### src/rtl/ct_f_spsram_128x144_ctrl.sv
// Front-end controller for a 128x144 single-port SRAM macro: zero-fill sweep,
// valid/ready request to active-low strobes, and an in-order read response FIFO.
module ct_f_spsram_128x144_ctrl #(
  parameter int ADDR_WIDTH = 7,
  parameter int DATA_WIDTH = 144,
  parameter int RD_LAT     = 1,
  parameter int RSP_DEPTH  = 3
) (
  input  logic                  CLK,
  input  logic                  RST,
  input  logic                  clr_req,
  output logic                  init_done,
  input  logic                  req_vld,
  output logic                  req_rdy,
  input  logic                  req_wr,
  input  logic [ADDR_WIDTH-1:0] req_addr,
  input  logic [DATA_WIDTH-1:0] req_wdata,
  input  logic [DATA_WIDTH-1:0] req_wmask,
  output logic                  rsp_vld,
  input  logic                  rsp_rdy,
  output logic [DATA_WIDTH-1:0] rsp_rdata,
  output logic [ADDR_WIDTH-1:0] sram_a,
  output logic                  sram_cen,
  output logic                  sram_gwen,
  output logic [DATA_WIDTH-1:0] sram_wen,
  output logic [DATA_WIDTH-1:0] sram_d,
  input  logic [DATA_WIDTH-1:0] sram_q
);

  localparam int CW = $clog2(RSP_DEPTH + 1);
  localparam int OW = $clog2(RSP_DEPTH + RD_LAT + 1);
  localparam int PW = (RSP_DEPTH > 1) ? $clog2(RSP_DEPTH) : 1;

  typedef enum logic [1:0] {INIT, RUN, DRAIN} state_t;

  state_t                               state, state_nxt;
  logic [ADDR_WIDTH-1:0]                init_cnt;
  logic [RD_LAT:1]                      vld_pipe;
  logic [RSP_DEPTH-1:0][DATA_WIDTH-1:0] fifo_mem;
  logic [PW-1:0]                        wr_ptr, rd_ptr;
  logic [CW-1:0]                        fifo_cnt;
  logic [OW-1:0]                        outstanding;
  logic                                 accept, rd_acc, push, pop, pipe_busy;

  function automatic logic [PW-1:0] ptr_inc(input logic [PW-1:0] p);
    return (p == PW'(RSP_DEPTH - 1)) ? '0 : p + 1'b1;
  endfunction

  // Reads still in the latency pipe already own a FIFO slot.
  always_comb begin
    outstanding = OW'(fifo_cnt);
    for (int i = 1; i <= RD_LAT; i++) outstanding = outstanding + OW'(vld_pipe[i]);
  end

  assign pipe_busy = |vld_pipe;
  assign req_rdy   = (state == RUN) && (req_wr || (outstanding < OW'(RSP_DEPTH)));
  assign accept    = req_vld & req_rdy;
  assign rd_acc    = accept & ~req_wr;
  assign push      = vld_pipe[RD_LAT];
  assign rsp_vld   = (fifo_cnt != '0);
  assign pop       = rsp_vld & rsp_rdy;
  assign rsp_rdata = rsp_vld ? fifo_mem[rd_ptr] : '0;
  assign init_done = (state == RUN);

  always_comb begin
    state_nxt = state;
    sram_cen  = 1'b1;
    sram_gwen = 1'b1;
    sram_wen  = '1;
    sram_a    = '0;
    sram_d    = '0;
    unique case (state)
      INIT: begin
        sram_cen  = 1'b0;
        sram_gwen = 1'b0;
        sram_wen  = '0;
        sram_a    = init_cnt;
        if (init_cnt == '1) state_nxt = RUN;
      end
      RUN: begin
        if (accept) begin
          sram_cen = 1'b0;
          sram_a   = req_addr;
          if (req_wr) begin
            sram_gwen = 1'b0;
            sram_wen  = ~req_wmask;
            sram_d    = req_wdata;
          end
        end
        if (clr_req) state_nxt = DRAIN;
      end
      DRAIN: if (!pipe_busy && !rsp_vld) state_nxt = INIT;
      default: state_nxt = INIT;
    endcase
  end

  always_ff @(posedge CLK) begin
    if (RST) begin
      state    <= INIT;
      init_cnt <= '0;
      vld_pipe <= '0;
      wr_ptr   <= '0;
      rd_ptr   <= '0;
      fifo_cnt <= '0;
    end else begin
      state    <= state_nxt;
      // Wraps to zero on the last sweep address, so RUN always starts cleared.
      init_cnt <= (state == INIT) ? init_cnt + 1'b1 : '0;
      vld_pipe[1] <= rd_acc;
      for (int i = 2; i <= RD_LAT; i++) vld_pipe[i] <= vld_pipe[i-1];
      if (push) wr_ptr <= ptr_inc(wr_ptr);
      if (pop)  rd_ptr <= ptr_inc(rd_ptr);
      case ({push, pop})
        2'b10:   fifo_cnt <= fifo_cnt + 1'b1;
        2'b01:   fifo_cnt <= fifo_cnt - 1'b1;
        default: fifo_cnt <= fifo_cnt;
      endcase
      assert (!(push && !pop && fifo_cnt == CW'(RSP_DEPTH)));
    end
  end

  always_ff @(posedge CLK) begin
    if (push) fifo_mem[wr_ptr] <= sram_q;
  end

endmodule

### config.mk
export PLATFORM = sky130hd
export DESIGN_NAME = ct_f_spsram_128x144_ctrl
export DESIGN_NICKNAME = d
export VERILOG_FILES = /design/src/rtl/ct_f_spsram_128x144_ctrl.sv
export SDC_FILE = /design/constraint.sdc
export NUM_CORES = 1
export LEC_CHECK = 0
export ABC_AREA = 1
export BUFFER_PORTS_ARGS = -buffer_cell sky130_fd_sc_hd__buf_2
export CAP_MARGIN = 20
export CORE_AREA = 2 2 351 353
export DETAILED_ROUTE_END_ITERATION = 16
export DIE_AREA = 0 0 353 355
export HOLD_SLACK_MARGIN = 0.12
export PLACE_DENSITY = 0.43
export SYNTH_ARGS = -nofsm -noshare
export SYNTH_HDL_FRONTEND = slang
export SYNTH_SLANG_ARGS = --single-unit
export TNS_END_PERCENT = 5
### constraint.sdc
create_clock -name CLK -period 12.4 [get_ports CLK]
set_clock_uncertainty 0.15 [all_clocks]
set_input_delay 0.62 -clock CLK [delete_from_list [all_inputs] [get_ports CLK]]
set_output_delay 0.62 -clock CLK [all_outputs]
set_load 0.01 [all_outputs]
==> metrics <==
Final Max Tran Viols 0; synth-to-layout area growth 46.1%; CTS tree yes; first-pass GRT wire length 175 mm; CTS max path bufs 3; CP endpoint kind output port; root buf cell clkbuf_16; Nets 3425; via count 18400; 1st-iter DRT viols 992; HPWL after detailed placement 108 mm; max_slew headroom 22.4%; Syn Area/Cell 10.0 µm²; Crit Path Class input pin to output port; Mapped Cells 1991; CP Launch Type input pin; Post-Place Worst Slack 8.22 ns; EDFF count, synth 432; PwrDens 113 nW/µm²; Hold Fails Final Rpt 0; layout filler cell count 13500; sequential area share after synthesis 66.4%; Die Wd 353 µm; Reg clk slew, reported paths 0.06 ns; TNS Setup 0 ns; Period Utilization, post-route 38.9%; core area 121000 µm²; post-synthesis instance area 20000 µm²; Mapped Nets 2440; Main synth FF type edfxtp_1; DR vias/cell 3.95; CTS Buf Count 53; largest net degree at the start of global routing 109; placed inst area 26100 µm²; share of the synthesized area in the top cell type 64.8%; setup violators final 0; Synth Register Bits 448; Post-route DRC 0; Data required, critical path 11.63 ns; Yosys cell types 24; port bufs 888; Final WS setup 7.57 ns; antenna violations before repair 54; H-tree levels 2; GRT Overall Usage 21.0%; data arrival time at the worst-slack endpoint 4.06 ns; Slew @ Worst Pin 1.16 ns; Initial Util 16.5%; RD Place Congestion 1.01; RSZ-0062 raised after global routing no; Die Ht 355 µm; Lkg Pwr 14.2 nW; Worst VDD drop 0.0871 mV; CP Max Fanout 107; number of global-route vias before repair 18100; global route overflow 0; Finished Cell Area 29200 µm²; Skew-Pair Late Insertion Delay 0.60 ns; top cells by area, synth edfxtp_1 (65%), nand2_1 (11%), inv_1 (5.9%); 1st-pass router iterations 5; most frequent cell after synthesis nand2_1; Max Cap Viol 0; Post-synth top cells nand2_1 (608), edfxtp_1 (432), inv_1 (316); area of the die 125000 µm²; fraction of layout cells with a size suffix above 1 33.0%; status completed; Synth area leader edfxtp_1; Routed WL per cell 29.3 µm; fmax 207 MHz; Synth Warn # 0; type of the tightest min-delay check input pin to flip-flop; post-CTS setup buffer count 0; hold_ws 0.235 ns; clock sink total 448; drt total wl 136 mm; I/O Pins 889; post-route antenna net violation count 0; FP Rows 128; fin crit period 4.83 ns; ys async rst share 0%
critical path, cell delays in order:
cell and delay [ns]:
dlygate4sd3_1 0.55, buf_2 0.19, nand3_4 0.52, nand2_4 0.75, buf_4 0.89, o211ai_1 0.23
buf_2 0.22
per-stage QoR:
stage	power [mW]	util, %	std cells
6_report	3.31	24.1	4652
5_1_grt	3.42	24.1	4643
4_1_cts	3.36	24.0	4639
3_5_place_dp	1.86	21.5	4399
3_3_place_gp	1.86	21.5	4399
2_1_floorplan	1.70	-	1991
worst paths after layout:
check	start	end	slack (ns)	cells after the start
worst max-delay path	req_wr	sram_wen[3]	7.57	7
worst min-delay path	rsp_rdy	rd_ptr[0]	0.23	3
worst max register to register	pipe_busy	fifo_mem[357]	9.66	4
worst min register to register	wr_ptr[1]	wr_ptr[1]	0.33	2
what timing repair did:
item                      4_1_cts  5_1_grt
resized for setup               0        0
hold endpoints to repair      435        0
hold buffers                  147        0
sequential cells by signal (all words and copies together), names as in the netlist:
signal     cells
pipe_busy      1
rd_ptr         2
state          2
wr_ptr         2
fifo_mem     432
fifo_cnt       2
init_cnt       7
layout by cell type, fill, tap and decap left out, types with 13 or more instances in the layout:
master	count
buf_2	888
buf_4	20
clkbuf_1	13
clkbuf_16	54
dfxtp_1	16
diode_2	13
dlygate4sd3_1	147
edfxtp_1	432
inv_1	313
nand2_1	607
nand3_1	152
nor2_1	158
o211ai_1	144
per-layer routing:
layer,vias to the layer above,global-route usage (%),routed length [µm]
li1,8496,-,-
met3,260,5.64,8470
met1,8843,19.0,43100
met2,732,38.9,69700
met4,24,18.1,15000
met5,-,0,136
cells by family (layout without fill, tap and decap cells):
family,Yosys count,in the layout,synth area share (%)
AO/OA/AOI/OAI,167,167,5.99
adder cells (fa/ha/maj),4,4,0.250
buffers and inverters,443,1466,8.68
flip-flops,448,448,66.4
other,0,13,0
AND/OR/NAND/NOR,929,929,18.6
final cells by class:
type | instances | area (µm²) | area share [%]
Tap cell | 1625 | 2030 | 6.96
Timing Repair Buffer | 1055 | 6070 | 20.8
Clock inverter | 26 | 178 | 0.608
Sequential cell | 448 | 13300 | 45.5
Clock buffer | 67 | 1400 | 4.79
Inverter | 318 | 1210 | 4.13
Multi-Input combinational cell | 1100 | 5010 | 17.2
Antenna cell | 13 | 32.5 | 0.111
power breakdown:
group	total [mW]	internal [mW]	switching (mW)
clock network	1.43	0.817	0.616
registers	1.66	1.66	0.000831
logic	0.215	0.0857	0.129
total	3.31	2.56	0.746
No activity file was read; power rests on OpenSTA's default activity.
